`src/rtl/rv32_opcodes_pkg.sv`:
```
// rv32_opcodes: shared RV32I decode definitions.
//   - base opcode and funct3 constants
//   - ALU operation and branch condition enums consumed by execute
//   - memory access width constants (equal to funct3[1:0] of loads/stores)
//   - ctrl_t: the registered control bundle of the decode stage
//   - alu_from_funct3(): maps OP/OP-IMM funct3 plus the funct7[5] bit to an ALU op
package rv32_opcodes;

    localparam logic [6:0] OPC_LOAD     = 7'b0000011;
    localparam logic [6:0] OPC_MISC_MEM = 7'b0001111;
    localparam logic [6:0] OPC_OP_IMM   = 7'b0010011;
    localparam logic [6:0] OPC_AUIPC    = 7'b0010111;
    localparam logic [6:0] OPC_STORE    = 7'b0100011;
    localparam logic [6:0] OPC_OP       = 7'b0110011;
    localparam logic [6:0] OPC_LUI      = 7'b0110111;
    localparam logic [6:0] OPC_BRANCH   = 7'b1100011;
    localparam logic [6:0] OPC_JALR     = 7'b1100111;
    localparam logic [6:0] OPC_JAL      = 7'b1101111;
    localparam logic [6:0] OPC_SYSTEM   = 7'b1110011;

    localparam logic [2:0] F3_ADD_SUB = 3'd0;
    localparam logic [2:0] F3_SLL     = 3'd1;
    localparam logic [2:0] F3_SLT     = 3'd2;
    localparam logic [2:0] F3_SLTU    = 3'd3;
    localparam logic [2:0] F3_XOR     = 3'd4;
    localparam logic [2:0] F3_SRL_SRA = 3'd5;
    localparam logic [2:0] F3_OR      = 3'd6;
    localparam logic [2:0] F3_AND     = 3'd7;

    localparam logic [2:0] F3_BEQ  = 3'd0;
    localparam logic [2:0] F3_BNE  = 3'd1;
    localparam logic [2:0] F3_BLT  = 3'd4;
    localparam logic [2:0] F3_BGE  = 3'd5;
    localparam logic [2:0] F3_BLTU = 3'd6;
    localparam logic [2:0] F3_BGEU = 3'd7;

    localparam logic [1:0] MEM_BYTE = 2'd0;
    localparam logic [1:0] MEM_HALF = 2'd1;
    localparam logic [1:0] MEM_WORD = 2'd2;

    typedef enum logic [3:0] {
        ALU_ADD  = 4'd0,
        ALU_SUB  = 4'd1,
        ALU_SLL  = 4'd2,
        ALU_SLT  = 4'd3,
        ALU_SLTU = 4'd4,
        ALU_XOR  = 4'd5,
        ALU_SRL  = 4'd6,
        ALU_SRA  = 4'd7,
        ALU_OR   = 4'd8,
        ALU_AND  = 4'd9,
        ALU_SRC2 = 4'd10
    } alu_op_t;

    typedef enum logic [1:0] {
        BR_NEVER    = 2'd0,
        BR_ALWAYS   = 2'd1,
        BR_ZERO     = 2'd2,
        BR_NON_ZERO = 2'd3
    } branch_op_t;

    // All-zero value is the bubble: ALU_ADD, BR_NEVER, no side effects.
    typedef struct packed {
        alu_op_t    alu_op;
        logic       alu_src1;
        logic       alu_src2;
        logic       mem_read;
        logic       mem_write;
        logic [1:0] mem_width;
        logic       mem_zero_extend;
        branch_op_t branch_op;
        logic       rd_write;
        logic       illegal;
    } ctrl_t;

    function automatic alu_op_t alu_from_funct3(input logic [2:0] f3, input logic alt);
        alu_op_t op;
        case (f3)
            F3_ADD_SUB: op = alt ? ALU_SUB : ALU_ADD;
            F3_SLL:     op = ALU_SLL;
            F3_SLT:     op = ALU_SLT;
            F3_SLTU:    op = ALU_SLTU;
            F3_XOR:     op = ALU_XOR;
            F3_SRL_SRA: op = alt ? ALU_SRA : ALU_SRL;
            F3_OR:      op = ALU_OR;
            default:    op = ALU_AND;
        endcase
        return op;
    endfunction

endpackage

```
`src/rtl/rv32_regs.sv`:
```
// rv32_regs: 31 x 32-bit integer register file (x1..x31), x0 hardwired to 0.
//   clk         in   clock
//   wr_en_i     in   write enable from writeback
//   wr_idx_i    in   write register index (writes to x0 are dropped)
//   wr_data_i   in   write data
//   rd0_idx_i   in   read port 0 index (rs1)
//   rd1_idx_i   in   read port 1 index (rs2)
//   rd0_data_o  out  read port 0 data, combinational, with write-through
//   rd1_data_o  out  read port 1 data, combinational, with write-through
module rv32_regs (
    input  logic        clk,
    input  logic        wr_en_i,
    input  logic [4:0]  wr_idx_i,
    input  logic [31:0] wr_data_i,
    input  logic [4:0]  rd0_idx_i,
    input  logic [4:0]  rd1_idx_i,
    output logic [31:0] rd0_data_o,
    output logic [31:0] rd1_data_o
);

    // Storage is deliberately not reset; x0 has no storage at all.
    logic [31:0] regs_q [1:31];

    always_ff @(posedge clk) begin
        if (wr_en_i && wr_idx_i != 5'd0) begin
            regs_q[wr_idx_i] <= wr_data_i;
        end
    end

    // A read of the register being written this cycle sees the new value, so
    // decode never latches a stale operand across the writeback edge.
    always_comb begin
        rd0_data_o = '0;
        rd1_data_o = '0;
        if (rd0_idx_i != 5'd0) begin
            rd0_data_o = (wr_en_i && wr_idx_i == rd0_idx_i) ? wr_data_i : regs_q[rd0_idx_i];
        end
        if (rd1_idx_i != 5'd0) begin
            rd1_data_o = (wr_en_i && wr_idx_i == rd1_idx_i) ? wr_data_i : regs_q[rd1_idx_i];
        end
    end

endmodule

```
`src/rtl/rv32_decode.sv`:
```
// rv32_decode: RV32I decode stage (fetch -> decode -> execute).
// Registers {pc, prediction}, decodes instr_in into control fields and a
// sign-extended immediate, and reads rs1/rs2 from the integrated register file.
// All outputs are registered: one cycle from instr_in to the decoded bundle.
//   clk, reset                  clock, synchronous active-high reset
//   stall_in / flush_in         hold / squash the stage (flush wins)
//   pc_in, instr_in,
//   branch_predicted_taken_in   fetched bundle
//   rd_write_in, rd_in,
//   rd_value_in                 register file write port from writeback
//   valid_out ... illegal_out   decoded bundle presented to execute
module rv32_decode
    import rv32_opcodes::*;
#(
    parameter bit RESET_PC_VALID = 1'b0
) (
    input  logic        clk,
    input  logic        reset,
    input  logic        stall_in,
    input  logic        flush_in,
    input  logic [31:0] pc_in,
    input  logic [31:0] instr_in,
    input  logic        branch_predicted_taken_in,
    input  logic        rd_write_in,
    input  logic [4:0]  rd_in,
    input  logic [31:0] rd_value_in,
    output logic        valid_out,
    output logic [31:0] pc_out,
    output logic        branch_predicted_taken_out,
    output logic [4:0]  rs1_out,
    output logic [4:0]  rs2_out,
    output logic [4:0]  rd_out,
    output logic [31:0] rs1_value_out,
    output logic [31:0] rs2_value_out,
    output logic [31:0] imm_value_out,
    output logic [3:0]  alu_op_out,
    output logic        alu_src1_out,
    output logic        alu_src2_out,
    output logic        mem_read_out,
    output logic        mem_write_out,
    output logic [1:0]  mem_width_out,
    output logic        mem_zero_extend_out,
    output logic [1:0]  branch_op_out,
    output logic        rd_write_out,
    output logic        illegal_out
);

    logic [6:0]  opcode;
    logic [2:0]  funct3;
    logic [4:0]  rs1_idx, rs2_idx, rd_idx;
    logic [31:0] imm_i, imm_s, imm_b, imm_u, imm_j;
    logic [31:0] rs1_rdata, rs2_rdata;
    ctrl_t       ctrl_dec;
    logic [31:0] imm_dec;

    logic        valid_q, valid_d;
    logic [31:0] pc_q, pc_d;
    logic        bpt_q, bpt_d;
    logic [4:0]  rs1_q, rs1_d, rs2_q, rs2_d, rd_q, rd_d;
    logic [31:0] rs1_val_q, rs1_val_d, rs2_val_q, rs2_val_d;
    logic [31:0] imm_q, imm_d;
    ctrl_t       ctrl_q, ctrl_d;

    assign opcode  = instr_in[6:0];
    assign funct3  = instr_in[14:12];
    assign rd_idx  = instr_in[11:7];
    assign rs1_idx = instr_in[19:15];
    assign rs2_idx = instr_in[24:20];

    assign imm_i = {{20{instr_in[31]}}, instr_in[31:20]};
    assign imm_s = {{20{instr_in[31]}}, instr_in[31:25], instr_in[11:7]};
    assign imm_b = {{19{instr_in[31]}}, instr_in[31], instr_in[7], instr_in[30:25],
                    instr_in[11:8], 1'b0};
    assign imm_u = {instr_in[31:12], 12'b0};
    assign imm_j = {{11{instr_in[31]}}, instr_in[31], instr_in[19:12], instr_in[20],
                    instr_in[30:21], 1'b0};

    rv32_regs u_regs (
        .clk        (clk),
        .wr_en_i    (rd_write_in),
        .wr_idx_i   (rd_in),
        .wr_data_i  (rd_value_in),
        .rd0_idx_i  (rs1_idx),
        .rd1_idx_i  (rs2_idx),
        .rd0_data_o (rs1_rdata),
        .rd1_data_o (rs2_rdata)
    );

    always_comb begin
        ctrl_dec = '0;
        imm_dec  = '0;
        case (opcode)
            OPC_LUI: begin
                ctrl_dec.alu_op   = ALU_SRC2;
                ctrl_dec.alu_src2 = 1'b1;
                ctrl_dec.rd_write = 1'b1;
                imm_dec           = imm_u;
            end
            OPC_AUIPC: begin
                ctrl_dec.alu_src1 = 1'b1;
                ctrl_dec.alu_src2 = 1'b1;
                ctrl_dec.rd_write = 1'b1;
                imm_dec           = imm_u;
            end
            // Jumps compute the target in the ALU; execute supplies pc+4 for rd.
            OPC_JAL: begin
                ctrl_dec.alu_src1  = 1'b1;
                ctrl_dec.alu_src2  = 1'b1;
                ctrl_dec.branch_op = BR_ALWAYS;
                ctrl_dec.rd_write  = 1'b1;
                imm_dec            = imm_j;
            end
            OPC_JALR: begin
                ctrl_dec.alu_src2  = 1'b1;
                ctrl_dec.branch_op = BR_ALWAYS;
                ctrl_dec.rd_write  = 1'b1;
                imm_dec            = imm_i;
            end
            // Branches compare rs1/rs2 in the ALU and test the result for zero.
            OPC_BRANCH: begin
                imm_dec = imm_b;
                case (funct3)
                    F3_BEQ:  begin ctrl_dec.alu_op = ALU_SUB;  ctrl_dec.branch_op = BR_ZERO;     end
                    F3_BNE:  begin ctrl_dec.alu_op = ALU_SUB;  ctrl_dec.branch_op = BR_NON_ZERO; end
                    F3_BLT:  begin ctrl_dec.alu_op = ALU_SLT;  ctrl_dec.branch_op = BR_NON_ZERO; end
                    F3_BGE:  begin ctrl_dec.alu_op = ALU_SLT;  ctrl_dec.branch_op = BR_ZERO;     end
                    F3_BLTU: begin ctrl_dec.alu_op = ALU_SLTU; ctrl_dec.branch_op = BR_NON_ZERO; end
                    F3_BGEU: begin ctrl_dec.alu_op = ALU_SLTU; ctrl_dec.branch_op = BR_ZERO;     end
                    default: ctrl_dec.illegal = 1'b1;
                endcase
            end
            OPC_LOAD: begin
                ctrl_dec.alu_src2        = 1'b1;
                ctrl_dec.mem_read        = 1'b1;
                ctrl_dec.rd_write        = 1'b1;
                ctrl_dec.mem_width       = funct3[1:0];
                ctrl_dec.mem_zero_extend = funct3[2];
                imm_dec                  = imm_i;
                // Only LB/LH/LW/LBU/LHU exist.
                if (funct3[1:0] == 2'b11 || (funct3[2] && funct3[1:0] == MEM_WORD)) begin
                    ctrl_dec.illegal = 1'b1;
                end
            end
            OPC_STORE: begin
                ctrl_dec.alu_src2  = 1'b1;
                ctrl_dec.mem_write = 1'b1;
                ctrl_dec.mem_width = funct3[1:0];
                imm_dec            = imm_s;
                if (funct3[2] || funct3[1:0] == 2'b11) begin
                    ctrl_dec.illegal = 1'b1;
                end
            end
            // instr[30] is an immediate bit for OP-IMM, so it only selects SRAI.
            OPC_OP_IMM: begin
                ctrl_dec.alu_op   = alu_from_funct3(funct3, instr_in[30] && funct3 == F3_SRL_SRA);
                ctrl_dec.alu_src2 = 1'b1;
                ctrl_dec.rd_write = 1'b1;
                imm_dec           = imm_i;
            end
            OPC_OP: begin
                ctrl_dec.alu_op   = alu_from_funct3(funct3, instr_in[30]);
                ctrl_dec.rd_write = 1'b1;
            end
            OPC_MISC_MEM, OPC_SYSTEM: begin
                // Executed as a NOP.
            end
            default: ctrl_dec.illegal = 1'b1;
        endcase

        if (instr_in[1:0] != 2'b11) begin
            ctrl_dec.illegal = 1'b1;
        end
        if (ctrl_dec.illegal) begin
            ctrl_dec.rd_write  = 1'b0;
            ctrl_dec.mem_read  = 1'b0;
            ctrl_dec.mem_write = 1'b0;
            ctrl_dec.branch_op = BR_NEVER;
        end
        if (rd_idx == 5'd0) begin
            ctrl_dec.rd_write = 1'b0;
        end
    end

    always_comb begin
        valid_d   = valid_q;
        pc_d      = pc_q;
        bpt_d     = bpt_q;
        rs1_d     = rs1_q;
        rs2_d     = rs2_q;
        rd_d      = rd_q;
        rs1_val_d = rs1_val_q;
        rs2_val_d = rs2_val_q;
        imm_d     = imm_q;
        ctrl_d    = ctrl_q;
        if (flush_in) begin
            valid_d = 1'b0;
            ctrl_d  = '0;
        end else if (stall_in) begin
            // Held operands track writeback so the bundle is current on release.
            if (rd_write_in && rd_in != 5'd0 && rd_in == rs1_q) begin
                rs1_val_d = rd_value_in;
            end
            if (rd_write_in && rd_in != 5'd0 && rd_in == rs2_q) begin
                rs2_val_d = rd_value_in;
            end
        end else begin
            valid_d   = 1'b1;
            pc_d      = pc_in;
            bpt_d     = branch_predicted_taken_in;
            rs1_d     = rs1_idx;
            rs2_d     = rs2_idx;
            rd_d      = rd_idx;
            rs1_val_d = rs1_rdata;
            rs2_val_d = rs2_rdata;
            imm_d     = imm_dec;
            ctrl_d    = ctrl_dec;
        end
    end

    always_ff @(posedge clk) begin
        if (reset) begin
            valid_q   <= RESET_PC_VALID;
            pc_q      <= '0;
            bpt_q     <= 1'b0;
            rs1_q     <= '0;
            rs2_q     <= '0;
            rd_q      <= '0;
            rs1_val_q <= '0;
            rs2_val_q <= '0;
            imm_q     <= '0;
            ctrl_q    <= '0;
        end else begin
            valid_q   <= valid_d;
            pc_q      <= pc_d;
            bpt_q     <= bpt_d;
            rs1_q     <= rs1_d;
            rs2_q     <= rs2_d;
            rd_q      <= rd_d;
            rs1_val_q <= rs1_val_d;
            rs2_val_q <= rs2_val_d;
            imm_q     <= imm_d;
            ctrl_q    <= ctrl_d;
        end
    end

    assign valid_out                  = valid_q;
    assign pc_out                     = pc_q;
    assign branch_predicted_taken_out = bpt_q;
    assign rs1_out                    = rs1_q;
    assign rs2_out                    = rs2_q;
    assign rd_out                     = rd_q;
    assign rs1_value_out              = rs1_val_q;
    assign rs2_value_out              = rs2_val_q;
    assign imm_value_out              = imm_q;
    assign alu_op_out                 = ctrl_q.alu_op;
    assign alu_src1_out               = ctrl_q.alu_src1;
    assign alu_src2_out               = ctrl_q.alu_src2;
    assign mem_read_out               = ctrl_q.mem_read;
    assign mem_write_out              = ctrl_q.mem_write;
    assign mem_width_out              = ctrl_q.mem_width;
    assign mem_zero_extend_out        = ctrl_q.mem_zero_extend;
    assign branch_op_out              = ctrl_q.branch_op;
    assign rd_write_out               = ctrl_q.rd_write;
    assign illegal_out                = ctrl_q.illegal;

endmodule

```
`config.mk`:
```
export PLATFORM = sky130hd
export DESIGN_NAME = rv32_decode
export DESIGN_NICKNAME = d
export VERILOG_FILES = /design/src/rtl/rv32_opcodes_pkg.sv /design/src/rtl/rv32_regs.sv /design/src/rtl/rv32_decode.sv
export SDC_FILE = /design/constraint.sdc
export NUM_CORES = 1
export LEC_CHECK = 0
export BUFFER_PORTS_ARGS = -buffer_cell sky130_fd_sc_hd__buf_2
export CORE_MARGIN = 3
export CORE_UTILIZATION = 30
export CTS_CLUSTER_SIZE = 40
export DETAILED_ROUTE_END_ITERATION = 10
export MAX_ROUTING_LAYER = met4
export SLEW_MARGIN = 20
export SYNTH_ARGS = -nofsm -noshare
export SYNTH_HDL_FRONTEND = slang
export SYNTH_HIERARCHICAL = 1
export SYNTH_SLANG_ARGS = --single-unit
```
`constraint.sdc`:
```
create_clock -name clk -period 3.6 [get_ports clk]
set_input_delay 0.18 -clock clk [delete_from_list [all_inputs] [get_ports clk]]
set_output_delay 0.18 -clock clk [all_outputs]
set_load 0.01 [all_outputs]
```
# Word-level counts from Yosys, hierarchy flattened
# Memory sizes are Yosys's and may differ from the RTL's.
# Index checks and enable logic that the tools add are counted.
word_totals:
  rom_bits: 0
  memories: 1
  inputBits: 107
  out_inout_bits: 160
  ramBits: 992
  latch_bits: 0
  reg_bits: 160
mem_list:
  columns: ["memory", "words", "word_bits", "rd", "rd_ports_with_merged_regs", "write_ports", "line", "source"]
  rows:
  - ["u_regs.regs_q", 31, 32, 2, 0, 1, "rv32_regs.sv:22", "logic [31:0] regs_q [1:31];"]
op_classes:
  n_div: 0
  magnitude_cmp: 0
  n_addsub: 0
  n_shift: 0
  n_mux: 36
  n_eq_ne: 27
  n_reduce_logical: 32
  bitwise: 2
  n_mul: 0
ops:
  columns: ["operator", "n"]
  rows:
  - ["$mux 32", 8]
  - ["$pmux 32 s5", 1]
  - ["$pmux 4 s7", 2]
  - ["$eq 7x7->1 const B", 4]
  - ["$eq 7x6->1 const B", 3]
  - ["$eq 5x5->1", 4]
  - ["$mux 1", 17]
  - ["$pmux 4 s4", 1]
  - ["$reduce_or 2->1", 8]
  - ["$reduce_bool 5->1", 3]
  - ["$eq 7x5->1 const B", 2]
  - ["$reduce_or 7->1", 2]
  - ["$eq 3x3->1 const B", 4]
  - ["$pmux 3 s3", 1]
  - ["$reduce_or 3->1", 3]
  - ["$pmux 2 s2", 2]
  - ["$reduce_or 8->1", 1]
  - ["$eq 7x2->1 const B", 1]
  - ["$eq 7x4->1 const B", 1]
  - ["$logic_and 1x1->1", 7]
  - ["$eq 3x2->1 const B", 2]
  - ["$reduce_and 2->1", 3]
  - ["$reduce_or 6->1", 1]
  - ["$logic_not 5->1", 1]
  - ["10 further kinds", 15]

# Depth between registers and ports, before layout
# Gate-level depths: netlist (run 1).
logic_depth:
  depth_word: 8
  ltp_mapped: 12
  depth_no_buf: 7

# Cells and area by module
# The synthesis (run 1) kept the hierarchy.
by_module_without_submodules:
  columns: ["mod", "instances", "area_each_um2", "seq_area_each_um2", "cells_each"]
  rows:
  - ["rv32_regs", 1, 47200.3, 29788.6, 2759]
  - ["rv32_decode", 1, 6835.3, 3203.1, 778]

# Least setup slack after synthesis (run 1)
# No wires, ideal clock.
synth_path:
  kind: "input-to-reg"
  startpoint: "input rd_write_in"
  endpoint: "memory u_regs.regs_q[28][0], enable pin"
  path_stages: 4
  setup_time_ps: 421
  path_buffers: 2
  slack_ps: 815
  t_arrival_ps: 2364
  cell_sequence: "clkbuf_1 > or3b_2 > clkbuf_1 > nor2_1"
synth_between:
  elab_chain_len: 3
synth_lines:
  columns: ["item", "line", "source"]
  rows:
  - ["start: declaration", "rv32_decode.sv:24", "input logic rd_write_in,"]
  - ["$logic_and 1x1->1", "rv32_regs.sv:25", "if (wr_en_i && wr_idx_i != 5'd0) begin"]
  - ["$mux 1", "rv32_regs.sv:25", null]
  - ["$mux 1 (not written as such)", "rv32_regs.sv:26", "regs_q[wr_idx_i] <= wr_data_i;"]
  - ["end: declaration", "rv32_regs.sv:22", null]
# Every way passes these cells.

# Worst setup path in the final report (run 1)
layout_path:
  startpoint: "input instr_in[22]"
  endpoint: "register rs2_val_q[12] (netlist: rs2_value_out[12])"
layout_between:
  elab_chain_len: 5
layout_lines:
  columns: ["item", "line", "source"]
  rows:
  - ["start: declaration", "rv32_decode.sv:22", "input logic [31:0] instr_in,"]
  - ["branches (longest 3 deep; another with $mem_v2 31x32)", null, null]
  - ["$mux 32 (*)", "rv32_regs.sv:38", "if (rd1_idx_i != 5'd0) begin"]
  - ["via rs2_rdata[12]", "rv32_decode.sv:52", "logic [31:0] rs1_rdata, rs2_rdata;"]
  - ["$mux 32 (*)", "rv32_decode.sv:198", "end else if (stall_in) begin"]
  - ["end signal: assignment", "rv32_decode.sv:240", "rs2_val_q <= rs2_val_d;"]
  - ["end: declaration", "rv32_decode.sv:60", "logic [31:0] rs1_val_q, rs1_val_d, rs2_val_q, rs2_val_d;"]
# Mark *: on every way through the listed nets, which the timed path passes.
# A chain may end at the register's enable or synchronous reset.

==> results.py, run 1 <==
metrics = {
    "worst_setup_path": {
        "crit_slowest_cell": "o21bai_4",
        "crit_arrival_ps": 3330,
        "crit_top_cell": "buf_4",
        "path_cells": "dlygate4sd3_1 > buf_4 > xnor2_1 > nand4_1 > o21bai_4 > buf_4 > nor3_1 > a22o_1 > mux2i_1 > a211oi_2",
        "cp_data_required_time_ps": 4190,
        "max_stage_delay_ps": 780,
        "critPathMaxFanout": 29,
        "path_delay_family": "buffers and inverters",
        "start_kind": "input port",
        "cp-end-kind": "flop",
        "cp_num_buf_inv": 3,
        "crit_type": "input port to flop",
    },
    "detailed_routing": {
        "ant_nets": 0,
        "avgViaCountPerCell": 5.89,
        "drt_first_pass_iters": 6,
        "vias": 37800,
        "drt_drc_violations_left": 0,
        "routed_wl_um": 199000,
        "wire_per_inst_um": 31.1,
        "drt_iter0_markers": 4651,
    },
    "timing": {
        "tns_ps": 0,
        "timing.fmax_ghz": 0.365,
        "fin_crit_ps": 2740,
        "min_period_over_period_pct": 76.1,
        "hold_viol_final": 0,
        "max_slew_margin_pct": 23.9,
        "rsz0062_at_grt": "false",
        "fin_hold_ws_ps": 18.8,
        "final_max_slew_viol_count": 0,
        "skew_ps": 23.9,
        "setup_viol": 0,
        "tightest_slew_ps": 1140,
    },
    "die": {
        "die_area_mm2": 0.185,
        "ios": 267,
        "start_util_pct": 30.2,
        "coreArea_mm2": 0.179,
        "rows": 155,
        "dieHeight_um": 430,
        "die_x_um": 430,
    },
    "run_status": {
        "outcome": "finished, final reports clean",
    },
    "logic_synthesis": {
        "yosysWarnings": 6,
        "ys.flop_type": "edfxtp_1",
        "syn_inst": 3537,
        "ys_top_cells_by_area": "edfxtp_1 (55%), mux4_2 (13%), mux2i_1 (6.3%), dfxtp_1 (5.9%), nand2_1 (1.9%)",
        "syn_area_mm2": 0.0540,
        "synth_cell_types": 70,
        "yosys-top-cells-count": "edfxtp_1 (992), mux2i_1 (338), mux4_2 (303)",
        "syn_avg_cell_area_um2": 15.3,
        "synth-edff-count": 992,
        "yosysMostFrequentCell": "edfxtp_1",
        "synth_top_cell_by_area": "edfxtp_1",
        "yosysSeqAreaShare_pct": 61.1,
        "ys_seq_elements": 1152,
        "async_flop_share_pct": 0,
        "synth_nets": 3644,
        "synth_top_area_share_pct": 55.1,
    },
    "run": {
        "maxCapViolCount": 0,
    },
    "grt": {
        "grt_pass1_wl_um": 279000,
        "grt_max_degree": 73,
        "antenna_found_initial": 8,
        "grt_pass1_vias": 37100,
        "grt_use_total_pct": 21.5,
        "grt-ovfl-total": 0,
    },
    "finish": {
        "final_layout_size_suffix_gt1_share_pct": 27.5,
        "nets": 4054,
        "nFillCells": 16900,
        "area_growth_pct": 19.3,
    },
    "cts": {
        "cts_sinks": 1152,
        "clockBufferDepth": 3,
        "postCtsResizedCells": 0,
        "post-cts-setup-buffers": 0,
        "clk_pin_slew_worst_paths_ps": 60,
        "cts_tree": "built",
        "worstSkewPairLatency_ps": 770,
        "htree_levels": 4,
        "cts-buffers-inserted": 130,
        "cts_root_buf": "clkbuf_16",
    },
    "min_path": {
        "hold_path_class": "input port to flop",
    },
    "placement": {
        "dp_hpwl_um": 119000,
        "finalWeightedCongestion": 0.857,
        "port_buffers": 266,
    },
    "pwr": {
        "p_leak_nw": 21.8,
        "vdd_ir_drop_max_v": 0.000419,
        "cellPowerDensity_mw_per_mm2": 480,
    },
}
==> tightest hold or removal path, delay by kind of cell <==
family / cells / cell delay, ps
compound gates: 1 / 70
buf+inv: 1 / 310
simple gates: 1 / 160
==> through the flow <==
stage	power (mW)	instances	util, %	instance area, µm²	worst slack (ps)
global placement	18.1	6053	33.1	59200	665
CTS	31.1	6407	36.0	64500	937
detailed placement	18.1	6053	33.1	59200	683
floorplan	16.8	3537	-	54000	815
finish	30.9	6413	36.1	64500	860
global route	31.8	6409	36.1	64500	763
==> worst paths after layout <==
path	depth (start not counted)	end	start	slack, ps
setup / recovery	10	rs2_value_out[12]$_SDFFE_PP0P_	instr_in[22]	860
hold / removal	3	mem_write_out$_SDFFE_PP0N_	stall_in	20
setup reg to reg	6	rs2_value_out[30]$_SDFFE_PP0P_	rs2_out[2]$_SDFFE_PP0P_	1090
hold reg to reg	2	rd_out[3]$_SDFFE_PP0P_	rd_out[3]$_SDFFE_PP0P_	450
==> flip-flops by register name (all words and copies together), names as in the netlist, 2 cells and up <==
signal         count
u_regs/regs_q    992
imm_value_out     32
pc_out            32
rs1_value_out     32
rs2_value_out     32
rd_out             5
rs1_out            5
rs2_out            5
alu_op_out         4
branch_op_out      2
mem_width_out      2
==> routing by layer <==
metal  track usage, %  vias to the layer above  part of all wire [%]
li1                 -                    15300                     -
met1             27.5                    19600                    39
met2             33.2                     2409                    46
met3             4.22                      499                    10
met4             9.63                        0                   4.9
met5                -                        -                     0
==> where the power goes <==
group / switching (mW) / internal, mW
sequential: 0.152 / 14.7
combinational: 1.91 / 1.22
clock: 5.48 / 7.44
==> logic make-up (layout without fill, tap and decap cells) <==
group | Yosys count | in the layout | synth area share, %
AND/OR/NAND/NOR | 594 | 594 | 4.77
buffers and inverters | 311 | 826 | 2.90
XOR/XNOR | 20 | 20 | 0.324
multiplexers | 732 | 732 | 20.9
other | 0 | 6 | 0
AO/OA/AOI/OAI | 728 | 728 | 10.1
flip-flops | 1152 | 1152 | 61.1
==> layout by cell type (no fill, tap or decap), drive strengths merged, types with 22 or more instances in the layout <==
cell type    instances
buf                464
a22oi               39
a32o                31
nor2b               36
o22ai               78
nand2              276
a22o                22
mux2                91
o2111ai             37
mux2i              338
o21ai               55
mux4               303
nand3               27
nor3                35
a31oi               22
dlygate4sd3        117
clkinv              41
dfxtp              160
nor2               171
a211oi             123
o211ai              22
edfxtp             992
a2111o              31
a21oi              134
o41ai               25
clkbuf             182
==> repair_timing <==
item,4_1_cts,5_1_grt
hold buffers,117,0
endpoints found under the setup margin,0,0
endpoints found under the hold margin,1097,0
==> cell type report <==
cell class | count | area, µm² | area share [%]
flip-flops and latches | 1152 | 33000 | 51.2
multi-input cells | 2074 | 19800 | 30.7
repair buffers | 582 | 4590 | 7.13
clock buffers | 181 | 3630 | 5.64
well taps | 2355 | 2950 | 4.57
clock inverters | 56 | 470 | 0.730
inverters | 7 | 26.3 | 0.0408
diodes | 6 | 15.0 | 0.0233
Power figures use the tool's default switching activity.
==> run 2, diff against run 1 <==
Clock period 3.6 ns to 2.3 ns, I/O delays scaled along.
==> results.py, run 2 (same netlist as run 1, synthesis figures left out) <==
metrics = {
    "run_status": {
        "outcome": "finished, final reports clean",
    },
    "die": {
        "dieHeight_um": 430,
        "rows": 155,
        "die_x_um": 430,
        "start_util_pct": 30.2,
        "coreArea_mm2": 0.179,
        "ios": 267,
        "die_area_mm2": 0.185,
    },
    "detailed_routing": {
        "avgViaCountPerCell": 5.73,
        "drt_drc_violations_left": 0,
        "ant_nets": 0,
        "wire_per_inst_um": 29.9,
        "drt_first_pass_iters": 8,
        "drt_iter0_markers": 4396,
        "routed_wl_um": 200000,
        "vias": 38300,
    },
    "placement": {
        "finalWeightedCongestion": 0.888,
        "port_buffers": 266,
        "dp_hpwl_um": 129000,
        "placed_area_mm2": 0.0628,
        "placedCellCount": 6347,
    },
    "pwr": {
        "pwr-share-clk_pct": 41.0,
        "cellPowerDensity_mw_per_mm2": 718,
        "p_seq_share_pct": 47.6,
        "p_int_mw": 36.9,
        "p_leak_nw": 23.6,
        "netSwitchingPower_mw": 11.9,
        "vdd_ir_drop_max_v": 0.000776,
        "combinationalPowerShare_pct": 11.4,
        "p_sw_share_pct": 24.5,
        "report.power.total_mw": 48.8,
    },
    "finish": {
        "top_register": "u_regs/regs_q",
        "final_layout_size_suffix_gt1_share_pct": 33.1,
        "final_cell_area_mm2": 0.0680,
        "largest_register_ffs": 992,
        "final_cell_mix": "edfxtp_1 (992), buf_4 (344), mux2i_1 (338)",
        "nets": 4334,
        "area_growth_pct": 25.8,
        "utilization_pct": 38.0,
        "final_common_cell": "edfxtp_1",
        "finalNonFillerCells": 6689,
    },
    "worst_setup_path": {
        "r2r_cells": 8,
        "r2r_setup_slack_ps": 70,
        "crit_type": "input port to flop",
        "cp_data_required_time_ps": 2970,
        "r2r-end": "rs1_value_out[25]$_SDFFE_PP0P_",
        "worstReg2RegStart": "u_regs/regs_q[19][25]$_DFFE_PP_",
        "start_kind": "input port",
        "critPathMaxFanout": 8,
        "cp-end-kind": "flop",
        "crit_arrival_ps": 2930,
    },
    "cts": {
        "htree_levels": 4,
        "cts_sinks": 1152,
        "worstSkewPairLatency_ps": 770,
        "clk_pin_slew_worst_paths_ps": 60,
        "cts-buffers-inserted": 130,
        "cts_tree": "built",
        "clockBufferDepth": 3,
        "cts_root_buf": "clkbuf_16",
    },
    "timing": {
        "tightest_slew_ps": 861,
        "rsz0062_at_grt": "false",
        "max_slew_margin_pct": 42.5,
        "setup_viol": 0,
        "min_period_over_period_pct": 98.2,
        "timing.fmax_ghz": 0.443,
        "final_max_slew_viol_count": 0,
        "hold_viol_final": 0,
        "skew_ps": 26.6,
        "fin_crit_ps": 2260,
    },
    "min_path": {
        "holdPathEnd": "rs1_out[3]$_SDFFE_PP0P_",
        "min_delay_path_depth": 5,
        "hold_path_class": "input port to flop",
        "worstHoldStart": "instr_in[18]",
    },
    "grt": {
        "grt_pass1_vias": 37900,
        "grt_max_degree": 66,
        "grt_pass1_wl_um": 281000,
        "antenna_found_initial": 6,
        "grt_use_total_pct": 21.7,
        "grt-ovfl-total": 0,
    },
    "run": {
        "maxCapViolCount": 0,
    },
}
run 2: cell types whose count changed in the layout (fill, tap and decap cells not counted), moves of 11 or more:
| cell | previous run | this run |
|---|---|---|
| buf_4 | 162 | 344 |
| buf_12 | 43 | 155 |
| clkinv_1 | 23 | 12 |
| dlygate4sd3_1 | 117 | 102 |
run 2: worst max-delay path by stage:
stage                       from                              to  slack, ps  depth (start not counted)
CTS                 instr_in[21]  rs2_value_out[20]$_SDFFE_PP0P_         10                         13
global route        instr_in[21]   rs2_value_out[3]$_SDFFE_PP0P_        0.2                         12
floorplan            rd_write_in  u_regs/regs_q[28][0]$_DFFE_PP_       -420                          4
global placement    instr_in[22]   rs2_value_out[6]$_SDFFE_PP0P_       -260                         12
detailed placement  instr_in[22]   rs2_value_out[6]$_SDFFE_PP0P_       -250                         12
finish              instr_in[19]   rs1_value_out[4]$_SDFFE_PP0P_         40                         11
run 2: metal layers:
layer	routed length (µm)	global-route usage, %	share of wire [%]	vias up
met5	0	-	0	-
met4	8520	8.60	4.3	0
met3	21400	5.21	11	442
met2	92700	33.6	46	2329
met1	77500	27.3	39	19700
li1	-	-	-	15900
run 2: power by group through the flow:
stage | registers, mW | clock network [mW] | logic (mW)
3_3_place_gp | 23.6 | 0 | 5.32
4_1_cts | 23.2 | 20.4 | 5.52
5_1_grt | 23.3 | 21.2 | 5.85
6_report | 23.2 | 20.0 | 5.57
2_1_floorplan | 23.7 | 0 | 2.69
3_5_place_dp | 23.7 | 0 | 5.35
run 2: stage by stage:
| stage | setup WS (ps) | TNS, ps | hold slack, ps |
|---|---|---|---|
| 5_1_grt | 0.173 | 0 | 67.3 |
| 2_1_floorplan | -420 | -145710 | 214 |
| 3_5_place_dp | -255 | -8420 | 361 |
| 3_3_place_gp | -261 | -8370 | 357 |
| 6_report | 40.9 | 0 | 74.0 |
| 4_1_cts | 13.5 | 0 | 29.3 |
run 2: final cells by class:
type / count / area (µm²)
antenna: 4 / 10.0
multi-input combinational: 2074 / 19900
clock buffer: 180 / 3630
sequential: 1152 / 33000
inverter: 7 / 26.3
clock inverter: 55 / 457
tap: 2355 / 2950
timing repair buffer: 862 / 8050
fill: 16500 / 111000
run 2: what timing repair did:
item / in CTS / in global routing
setup endpoints to repair: 2 / 44
buffers inserted: 0 / 1
gates resized for setup: 2 / 11
pin swaps: 0 / 4
endpoints found under the hold margin: 1110 / 0
hold buffers: 102 / 0
run 2: critical path, stage by stage:
cell,delay [ps]
dlygate4sd3_1,540
buf_4,150
buf_4,180
nor2_2,670
buf_4,310
a2bb2oi_1,80
a21oi_1,190
a2111o_1,180
a32o_1,180
mux2i_1,70
a211oi_1,240
